--- config.mk ---
export PLATFORM = sky130hd
export DESIGN_NAME = key_sequence_player
export DESIGN_NICKNAME = d
export VERILOG_FILES = /design/src/rtl/key_sequence_player.sv
export SDC_FILE = /design/constraint.sdc
export NUM_CORES = 1
export LEC_CHECK = 0
export ABC_AREA = 0
export BUFFER_PORTS_ARGS = -buffer_cell sky130_fd_sc_hd__buf_2
export CORE_MARGIN = 4
export CORE_UTILIZATION = 53
export DETAILED_ROUTE_END_ITERATION = 6
export GPL_TIMING_DRIVEN = 1
export PLACE_DENSITY = 0.76
export SKIP_CTS_REPAIR_TIMING = 1
export SLEW_MARGIN = 40
export SYNTH_ARGS = -nofsm -noshare
export SYNTH_HDL_FRONTEND = slang
export SYNTH_SLANG_ARGS = --single-unit
--- constraint.sdc ---
create_clock -name clock -period 1.9 [get_ports clock]
set_input_delay 0.475 -clock clock [delete_from_list [all_inputs] [get_ports clock]]
set_output_delay 0.475 -clock clock [all_outputs]
set_load 0.1 [all_outputs]
--- src/rtl/key_sequence_player.sv ---
// Replays a latched passcode onto the lock key bus as timed press/release events.
// Define KEY_SEQUENCE_PLAYER_REPEAT_ENTRY_EN to play the code twice (enter+confirm).
module key_sequence_player #(
  parameter int CLOCK_FREQ      = 50000000,
  parameter int PASSCODE_LENGTH = 4,
  parameter int PASSCODE_WIDTH  = 4*PASSCODE_LENGTH,
  parameter int PRESS_CYCLES    = CLOCK_FREQ/20,
  parameter int RELEASE_CYCLES  = CLOCK_FREQ/20,
  parameter int TIMER_WIDTH     =
    $clog2((PRESS_CYCLES > RELEASE_CYCLES ?
            PRESS_CYCLES : RELEASE_CYCLES) + 1)
) (
  input  logic                      clock,
  input  logic                      reset,
  input  logic                      start,
  input  logic [PASSCODE_WIDTH-1:0] code,
  output logic [3:0]                key,
  output logic                      busy,
  output logic                      done,
  output logic                      error
);

  localparam int CW = $clog2(PASSCODE_LENGTH + 1);
  localparam logic [CW-1:0] LAST = CW'(PASSCODE_LENGTH - 1);
  localparam logic [TIMER_WIDTH-1:0] P_END =
    TIMER_WIDTH'(PRESS_CYCLES - 1);
  localparam logic [TIMER_WIDTH-1:0] R_END =
    TIMER_WIDTH'(RELEASE_CYCLES - 1);
  localparam logic [TIMER_WIDTH-1:0] T_ONE = TIMER_WIDTH'(1);

  typedef enum logic [2:0] {
    IDLE, CHECK, PRESS, RELEASE, FINISH
  } state_t;

  state_t                    state_q;
  logic [PASSCODE_WIDTH-1:0] shift_q;
  logic [PASSCODE_WIDTH-1:0] shifted;
  logic [TIMER_WIDTH-1:0]    timer_q;
  logic [CW-1:0]             cnt_q;
  logic [3:0]                key_q;
  logic                      busy_q;
  logic                      done_q;
  logic                      error_q;
  logic                      has_zero;
`ifdef KEY_SEQUENCE_PLAYER_REPEAT_ENTRY_EN
  logic [PASSCODE_WIDTH-1:0] orig_q;
  logic                      pass_q;
`endif

  assign shifted = shift_q << 4;

  always_comb begin
    has_zero = 1'b0;
    for (int i = 0; i < PASSCODE_LENGTH; i++)
      if (shift_q[4*i +: 4] == 4'h0) has_zero = 1'b1;
  end

  always_ff @(posedge clock or posedge reset) begin
    if (reset) begin
      state_q <= IDLE;
      shift_q <= '0;
      timer_q <= '0;
      cnt_q   <= '0;
      key_q   <= 4'h0;
      busy_q  <= 1'b0;
      done_q  <= 1'b0;
      error_q <= 1'b0;
`ifdef KEY_SEQUENCE_PLAYER_REPEAT_ENTRY_EN
      orig_q  <= '0;
      pass_q  <= 1'b0;
`endif
    end else begin
      done_q <= 1'b0;
      unique case (state_q)
        IDLE: begin
          key_q <= 4'h0;
          if (start) begin
            shift_q <= code;
            error_q <= 1'b0;
            busy_q  <= 1'b1;
            state_q <= CHECK;
`ifdef KEY_SEQUENCE_PLAYER_REPEAT_ENTRY_EN
            orig_q  <= code;
            pass_q  <= 1'b0;
`endif
          end
        end
        CHECK: begin
          // Rejection also completes through FINISH: done lands 2 edges after accept
          if (has_zero) begin
            error_q <= 1'b1;
            state_q <= FINISH;
          end else begin
            key_q   <= shift_q[PASSCODE_WIDTH-1 -: 4];
            timer_q <= '0;
            cnt_q   <= '0;
            state_q <= PRESS;
          end
        end
        PRESS: begin
          if (timer_q == P_END) begin
            key_q   <= 4'h0;
            timer_q <= '0;
            state_q <= RELEASE;
          end else begin
            timer_q <= timer_q + T_ONE;
          end
        end
        RELEASE: begin
          if (timer_q == R_END) begin
            timer_q <= '0;
            if (cnt_q == LAST) begin
`ifdef KEY_SEQUENCE_PLAYER_REPEAT_ENTRY_EN
              if (!pass_q) begin
                pass_q  <= 1'b1;
                shift_q <= orig_q;
                cnt_q   <= '0;
                key_q   <= orig_q[PASSCODE_WIDTH-1 -: 4];
                state_q <= PRESS;
              end else begin
                state_q <= FINISH;
              end
`else
              state_q <= FINISH;
`endif
            end else begin
              shift_q <= shifted;
              cnt_q   <= cnt_q + CW'(1);
              key_q   <= shifted[PASSCODE_WIDTH-1 -: 4];
              state_q <= PRESS;
            end
          end else begin
            timer_q <= timer_q + T_ONE;
          end
        end
        FINISH: begin
          done_q  <= 1'b1;
          busy_q  <= 1'b0;
          state_q <= IDLE;
        end
        default: state_q <= IDLE;
      endcase
    end
  end

  assign key   = key_q;
  assign busy  = busy_q;
  assign done  = done_q;
  assign error = error_q;

endmodule

==> impl_metrics.csv, run 1 <==
group,metric,value,unit
placement,dp.cells,371,
min_path,worstHoldPathType,"primary input to async pin",
grt,grt_max_degree,52,
yosys,synth.ff_latch_count,51,
critical_path,worstPathMaxFanout,9,
clock_network,clockBufferDepth,2,
critical_path,worstPathArrival,2.04,ns
yosys,yosys-top-cells-area,"dfrtp_1, a31oi_1, a2bb2oi_1",
route,dr.pass1.iters,5,
clock_network,tritoncts,"yes",
yosys,synth_edf_count,0,
finish,layout.cells.non_filler,381,
critical_path,start_kind,"register",
clock_network,htree_levels,2,
critical_path,cp_data_required_time,2.11,ns
yosys,synthArstFlopShare,100.0,%
grt,grt_pass1_wl,10090,µm
pwr,p_per_area,1243,nW/µm²
timing,finalSetupViolations,0,
route,ant_nets,0,
placement,dp_hpwl,4241,µm
die,die_w,78.58,µm
timing,worst_slew_pin_slew,0.4650,ns
die,die_height,78.58,µm
placement,portBuffers,25,
yosys,syn_area_per_cell,10.12,µm²
yosys,synth_cells,261,
critical_path,r2r-end,"timer_q[7]",
grt,grt_overflow,0,
yosys,synth_common_cells,"dfrtp_1, nand2_1, a31oi_1",
clock_network,cts.sinks,51,
finish,regArea,1276,µm²
timing,setup_tns,0,ns
timing,fmax,0.5481,GHz
grt,grt_pass1_vias,2147,
critical_path,rr_worst_depth,6,
finish,fill_cells,378,
critical_path,regToRegSetupSlack,0.08,ns
yosys,yosysSeqAreaShare,48.34,%
grt,grt_usage,20.56,%
clock_network,clk_pin_slew_worst_paths,0.09,ns
pwr,ir_drop,1.086,mV
finish,fin_nets,335,
die,fp-row-count,25,
critical_path,rr_startpoint,"timer_q[0]",
route,viasPerCell,6.089,
yosys,synth_top_cell_area_share,48.34,%
pwr,power_leakage,1.462,nW
die,floorplan.initialDensity,55.16,%
timing,hold_ws,0.1922,ns
critical_path,crit_path_end_kind,"register",
yosys,syn_nets,283,
finish,drive_gt1_share,25.80,%
route,wl,6082,µm
timing,period_share,96.03,%
route,wl_met1,2868,µm
finish,multi_input_area,1319,µm²
yosys,synth_cell_types,51,
timing,relSlewSlack,68.71,%
route,drtIter0Drc,174,
yosys,post-synth-top-count-cell,"dfrtp_1",
timing,fin_skew,0.01075,ns
die,io_pins,26,
route,wl_met3,391,µm
timing,drv_slew,0,
route,routed.top_layer,"met4",
yosys,synth-main-ff-cell,"dfrtp_1",
die,coreArea,4786,µm²
clock_network,clockRootBuffer,"clkbuf_8",
clock_network,numCtsBuffers,5,
route,drc,0,
job,cap_violations,0,
status,status,"completed",
route,vias,2320,
timing,fin_crit,1.825,ns
route,wl_met2,2770,µm
yosys,synth_top_area_cell,"dfrtp_1",
finish,area_growth,20.05,%
yosys,syn_area,2640,µm²
clock_network,clk_latency,0.31,ns
route,avgRoutedWirePerCell,15.96,µm
finish,n_antenna_cell,0,
placement,place.gp.congestion,0.8445,
grt,antenna_found_initial,0,
die,dieArea,6174,µm²
critical_path,criticalPathCategory,"register to register",
yosys,yosys_warnings,0,
timing,finalHoldViolCount,0,
==> cells by family (layout without fill, tap and decap cells) <==
| family | after synthesis | after routing | synth area share, % |
|---|---|---|---|
| mux | 7 | 7 | 2.844 |
| flops | 51 | 51 | 48.34 |
| xor+xnor | 2 | 2 | 0.6636 |
| buf+inv | 20 | 72 | 3.602 |
| fa+ha+maj | 3 | 3 | 1.422 |
| compound gates | 95 | 96 | 24.31 |
| simple gates | 83 | 83 | 18.82 |
==> flip-flops by register name, summed over array words and instances, names as in the netlist <==
name and cells:
error 1, shift_q 16, busy 1, done 1
state_q 3, timer_q 22, key 4, cnt_q 3
==> metal layers <==
layer / up-vias / track usage (%)
met1: 1128 / 29.84
met4: 0 / 7.692
met3: 6 / 4.014
met2: 80 / 30.39
li1: 1106 / -
met5: - / 0
==> worst max-delay path by stage <==
| stage | cells after the start | startpoint | endpoint | slack [ns] |
|---|---|---|---|---|
| after global placement | 6 | timer_q[0] | key[0] | 0.05 |
| after CTS | 6 | shift_q[8] | timer_q[9] | -0.1 |
| after global routing | 7 | timer_q[0] | timer_q[20] | -0.005 |
| final | 6 | timer_q[0] | timer_q[7] | 0.08 |
| after floorplan | 6 | cnt_q[0] | shift_q[1] | 0.08 |
| after detailed placement | 6 | shift_q[10] | timer_q[9] | -0.06 |
==> critical path, cell delays in order, from the launching register on <==
cell and delay, ns:
dfrtp_1 0.39, ha_1 0.23, and3_1 0.23, and4_4 0.18
a21o_2 0.26, or3_1 0.35, o21ai_0 0.09
==> report_power, final <==
group	switching (mW)	leakage [nW]	total [mW]	internal, mW
combinational	0.975	0.781	1.63	0.657
clock	0.353	0.0412	0.611	0.258
sequential	0.296	0.641	1.70	1.40
==> through the flow <==
stage,setup slack (ns),util (%),power (mW),instance area [µm²]
after floorplan,0.07907,-,2.840,2640
after global placement,0.04845,63.24,3.215,3027
after detailed placement,-0.06290,63.24,3.255,3027
after CTS,-0.09733,65.02,3.872,3112
after global routing,-0.004769,66.22,4.165,3169
final,0.07535,66.22,3.939,3169
==> area by class of cell <==
| type | instances | area share (%) |
|---|---|---|
| clock buffer | 6 | 2.290 |
| clock inverter | 2 | 0.3948 |
| inverter | 10 | 1.184 |
| multi-input combinational | 191 | 41.61 |
| sequential | 51 | 40.27 |
| tap | 67 | 2.645 |
| timing repair buffer | 54 | 11.61 |
==> cell usage in the layout, fill, tap and decap left out, types with 2 or more instances in the layout <==
master     count
a21oi_1       14
ha_1           3
nor4_4         2
nand2b_1       5
nor4b_2        2
nor2b_1        2
o21ai_0       13
and2_1         3
nor2_1        12
a22o_1         5
a21o_1         2
or3_1          3
buf_2         25
inv_1          9
clkbuf_8       5
mux2i_1        6
nand4_1        6
nor4_1         6
a2bb2oi_1     12
dfrtp_1       51
o31a_1         2
o22ai_1       12
nand2_1       22
a31oi_1       20
a41oi_1        3
buf_12         2
buf_4         27
o2bb2ai_1      4
nand3_1        7
Power figures use the tool's default switching activity.
==> run 2: changes to the inputs <==
--- a/config.mk
+++ b/config.mk
@@ -7,11 +7,13 @@
 export LEC_CHECK = 0
 export ABC_AREA = 0
 export BUFFER_PORTS_ARGS = -buffer_cell sky130_fd_sc_hd__buf_2
+export CELL_PAD_IN_SITES_DETAIL_PLACEMENT = 1
+export CELL_PAD_IN_SITES_GLOBAL_PLACEMENT = 1
 export CORE_MARGIN = 4
-export CORE_UTILIZATION = 53
+export CORE_UTILIZATION = 35
 export DETAILED_ROUTE_END_ITERATION = 6
 export GPL_TIMING_DRIVEN = 1
-export PLACE_DENSITY = 0.76
+export PLACE_DENSITY_LB_ADDON = 0.1
 export SKIP_CTS_REPAIR_TIMING = 1
 export SLEW_MARGIN = 40
 export SYNTH_ARGS = -nofsm -noshare
==> run 2 against run 1 <==
The run now ends with setup timing left; critical path depth is 2 higher; wire length is 28% higher; register-to-register slack worse by 0.09 ns; largest power group is now combinational cells.
==> impl_metrics.csv, run 2 (same netlist as run 1, synthesis figures left out) <==
group,metric,value,unit
clock_network,clk_latency,0.31,ns
finish,layout_commonest_cell,"dfrtp_1",
die,dieArea,8997,µm²
die,floorplan.initialDensity,36.20,%
clock_network,clockBufferDepth,2,
clock_network,htree_levels,2,
die,coreArea,7292,µm²
pwr,p_per_area,1257,nW/µm²
finish,top_register,"timer_q",
critical_path,worstPathArrival,2.13,ns
timing,drv_slew,0,
critical_path,start_kind,"register",
timing,hold_ws,0.1937,ns
die,io_pins,26,
grt,grt_usage,17.13,%
route,drtIter0Drc,74,
timing,fin_crit,1.915,ns
clock_network,tritoncts,"yes",
die,die_height,94.85,µm
die,die_w,94.85,µm
finish,largest_reg_flops,22,
timing,setup_tns,-0.01464,ns
route,ant_nets,0,
placement,place.gp.congestion,0.7768,
grt,grt_pass1_wl,12190,µm
pwr,ir_drop,0.5228,mV
clock_network,clockRootBuffer,"clkbuf_8",
critical_path,worstPathMaxFanout,8,
grt,grt_pass1_vias,2409,
finish,post-route-cell-area,3457,µm²
min_path,worstHoldPathType,"primary input to async pin",
critical_path,criticalPathCategory,"register to register",
finish,drive_gt1_share,32.01,%
die,fp-row-count,31,
finish,final_cell_mix,"dfrtp_1, buf_4, buf_2, nand2_1, a31oi_1",
placement,dp_hpwl,5139,µm
route,drc,0,
timing,finalSetupViolations,1,
job,cap_violations,0,
route,dr.pass1.iters,4,
pwr,power_leakage,1.581,nW
grt,grt_overflow,0,
status,status,"complete, but fails checks",
timing,fin_skew,0.005790,ns
placement,placed_area,3169,µm²
timing,relSlewSlack,67.81,%
status,violations,"setup timing",
critical_path,cp_data_required_time,2.11,ns
finish,fin_nets,349,
grt,grt_max_degree,52,
finish,fill_cells,865,
critical_path,crit_path_end_kind,"register",
timing,rsz0062_at_grt,"yes",
finish,n_antenna_cell,0,
timing,period_share,100.8,%
timing,finalHoldViolCount,0,
clock_network,clk_pin_slew_worst_paths,0.10,ns
clock_network,numCtsBuffers,5,
grt,antenna_found_initial,0,
timing,fin_ws,-0.01464,ns
route,wl,7806,µm
route,vias,2375,
finish,final_core_utilization,47.41,%
route,viasPerCell,5.562,
timing,fmax,0.5223,GHz
placement,portBuffers,25,
route,avgRoutedWirePerCell,18.28,µm
timing,worst_slew_pin_slew,0.4862,ns
clock_network,cts.sinks,51,
finish,area_growth,30.95,%
[run 2: cell type report]
cell class                 count  area, µm²  share of cell area [%]
clock buffer                   6      82.58                   2.389
clock inverter                 2      35.03                   1.013
inverter                      10      37.54                   1.086
multi-input combinational    191       1374                   39.74
sequential                    51       1276                   36.92
tap                           99      123.9                   3.583
timing repair buffer          68      528.0                   15.27
[run 2: final timing paths]
path | startpoint | slack (ns) | depth (start not counted) | to
max | timer_q[1] | -0.01 | 8 | timer_q[16]
min | reset | 0.19 | 3 | timer_q[6]
max reg2reg | timer_q[1] | -0.01 | 8 | timer_q[16]
min in group clock | code[3] | 0.39 | 2 | shift_q[3]
min reg2reg | busy | 0.50 | 2 | busy
max in group asynchronous | reset | 1.46 | 3 | cnt_q[2]
[run 2: critical path, cell delays in order (launching register included)]
cell and delay, ns:
dfrtp_1 0.40, ha_2 0.19, and3_4 0.18, and4_4 0.16
buf_6 0.12, a21oi_4 0.27, clkbuf_16 0.23, nand2b_1 0.08
a31oi_1 0.18
[run 2: power by group]
| part | switching (mW) | leakage (nW) | total (mW) | internal (mW) |
|---|---|---|---|---|
| Clock | 0.377 | 0.0612 | 0.804 | 0.427 |
| Sequential | 0.260 | 0.641 | 1.66 | 1.40 |
| Combinational | 1.09 | 0.879 | 1.88 | 0.791 |
[run 2: stage by stage]
step	setup WS [ns]	std cells	total power [mW]
5_1_grt	-0.09468	427	4.619
6_report	-0.01464	427	4.346
2_1_floorplan	0.07907	261	2.840
3_5_place_dp	-0.01494	415	3.460
4_1_cts	-0.05837	423	4.273
3_3_place_gp	0.03438	415	3.429
[run 2: routing by layer]
layer | part of all wire (%) | routed length, µm | global-route usage (%) | up-vias
li1 | - | - | - | 1129
met1 | 52 | 4076 | 26.20 | 1203
met2 | 44 | 3426 | 24.96 | 35
met3 | 2.6 | 200 | 3.187 | 8
met4 | 1.3 | 102 | 3.606 | 0
met5 | 0 | 0 | 0 | -
==> run 3: changes to the inputs <==
--- a/config.mk
+++ b/config.mk
@@ -9,6 +9,7 @@
 export BUFFER_PORTS_ARGS = -buffer_cell sky130_fd_sc_hd__buf_2
 export CELL_PAD_IN_SITES_DETAIL_PLACEMENT = 1
 export CELL_PAD_IN_SITES_GLOBAL_PLACEMENT = 1
+export CORE_ASPECT_RATIO = 1.25
 export CORE_MARGIN = 4
 export CORE_UTILIZATION = 35
 export DETAILED_ROUTE_END_ITERATION = 6
==> run 3 against run 2 <==
The run now ends clean; final cell count is 3.7% lower; flip-flop and latch count stayed put; via count is 4.2% lower; combinational power is 4% lower; non-clock buffer count is 9 lower; largest cell class unchanged.
==> impl_metrics.csv, run 3 (same netlist as run 1, synthesis figures left out) <==
group,metric,value,unit
status,status,"completed",
die,io_pins,26,
grt,busiest_layer,"met2",
timing,relSlewSlack,67.88,%
route,avgRoutedWirePerCell,17.87,µm
grt,antenna_found_initial,0,
placement,portBuffers,25,
pwr,p_sw,1.714,mW
finish,final_core_utilization,44.47,%
critical_path,crit_start,"timer_q[6]",
pwr,swShare,40.24,%
finish,fin_nets,340,
finish,top_register,"timer_q",
critical_path,crit_path_end_kind,"register",
clock_network,clockBufferDepth,2,
critical_path,rr_startpoint,"timer_q[6]",
die,dieArea,9005,µm²
grt,met1_usage,20.98,%
pwr,pwr-share-clk,18.4,%
critical_path,worstPathMaxFanout,5,
timing,fin_ws,0.1012,ns
placement,place.gp.congestion,0.7197,
timing,rsz0062_at_grt,"no",
timing,fmax,0.5559,GHz
grt,grt_use_met2,28.61,%
critical_path,worstPathArrival,2.00,ns
grt,grt_pass1_vias,2364,
finish,area_growth,23.93,%
grt,grt_max_degree,35,
critical_path,criticalPathCategory,"register to register",
route,drtIter0Drc,49,
finish,drive_gt1_share,28.21,%
clock_network,htree_levels,2,
route,ant_nets,0,
job,cap_violations,0,
clock_network,clockRootBuffer,"clkbuf_8",
clock_network,clk_latency,0.31,ns
pwr,ir_drop,0.8267,mV
timing,finalHoldViolCount,0,
die,die_height,105.1,µm
finish,layout.cells.non_filler,411,
timing,fin_skew,0.01160,ns
critical_path,start_kind,"register",
critical_path,cp_data_required_time,2.11,ns
die,floorplan.initialDensity,35.88,%
pwr,power_leakage,1.506,nW
pwr,p_comb_share,42.5,%
pwr,p_int,2.546,mW
finish,n_antenna_cell,0,
placement,dp.cells,400,
timing,drv_slew,0,
route,viasPerCell,5.535,
placement,dp_slack,-0.02948,ns
finish,layout_commonest_cell,"dfrtp_1",
finish,largest_reg_flops,22,
placement,placed_area,3088,µm²
route,drc,0,
die,coreArea,7357,µm²
route,vias,2275,
pwr,finalPower,4.260,mW
route,dr.pass1.iters,4,
pwr,p_per_area,1302,nW/µm²
timing,worst_slew_pin_slew,0.4851,ns
timing,fin_crit,1.799,ns
placement,dp_hpwl,5327,µm
min_path,worstHoldPathType,"primary input to async pin",
die,die_w,85.68,µm
grt,grt_overflow,0,
finish,post-route-cell-area,3272,µm²
timing,finalSetupViolations,0,
grt,grt_usage,16.70,%
route,wl,7343,µm
clock_network,cts.sinks,51,
clock_network,numCtsBuffers,5,
die,fp-row-count,35,
clock_network,tritoncts,"yes",
finish,final_cell_mix,"dfrtp_1, buf_4, buf_2, nand2_1, a31oi_1",
grt,grt_use_met3,2.760,%
finish,fill_cells,859,
timing,period_share,94.67,%
grt,grt_pass1_wl,11940,µm
clock_network,clk_pin_slew_worst_paths,0.10,ns
pwr,seqPwrFrac,39.1,%
## run 3: changes by cell type in the layout (fill, tap and decap cells not counted), moves of 3 or more
cell and change:
a21oi_2 -3, a21oi_1 +4, o21ai_0 +3, buf_4 -4
o21ai_1 -3
## run 3: power groups by stage
stage                     Sequential, mW  Clock (mW)  Combinational [mW]
after detailed placement            1.68           0                1.73
after global routing                1.71       0.856                1.94
final                               1.67       0.785                1.81
after CTS                           1.66       0.813                1.75
after floorplan                     1.99           0               0.845
after global placement              1.67           0                1.72
## run 3: metrics by stage
stage               hold WS [ns]   TNS, ns
floorplan                 0.4381         0
global placement          0.4713         0
detailed placement        0.4770  -0.02948
CTS                       0.1433  -0.04842
global route              0.1691         0
finish                    0.1419         0
## run 3: final timing paths
kind	end	slack (ns)	depth (start not counted)
worst max-delay path	cnt_q[0]	0.10	5
worst min-delay path	done	0.14	2
worst max register to register	cnt_q[0]	0.10	5
worst min register to register	key[1]	0.50	1
max in group asynchronous	timer_q[3]	1.22	3
min in group clock	shift_q[1]	0.39	2
## run 3: layout make-up
type / count / area [µm²] / share of cell area [%]
multi-input combinational: 191 / 1325 / 40.50
timing repair buffer: 59 / 405.4 / 12.39
clock buffer: 5 / 68.82 / 2.103
clock inverter: 3 / 43.79 / 1.338
inverter: 10 / 37.54 / 1.147
tap: 92 / 115.1 / 3.518
sequential: 51 / 1276 / 39.01
## run 3: worst max-delay path: stages, from the launching register on
cell	delay, ns
dfrtp_1	0.46
nor4b_2	0.29
and4_4	0.30
nand3_2	0.12
o21a_1	0.25
mux2_4	0.27
## run 3: metal layers
metal | vias to the layer above | part of all wire (%)
li1 | 1112 | -
met1 | 1130 | 43
met2 | 23 | 53
met3 | 10 | 2.4
met4 | 0 | 1.7
met5 | - | 0
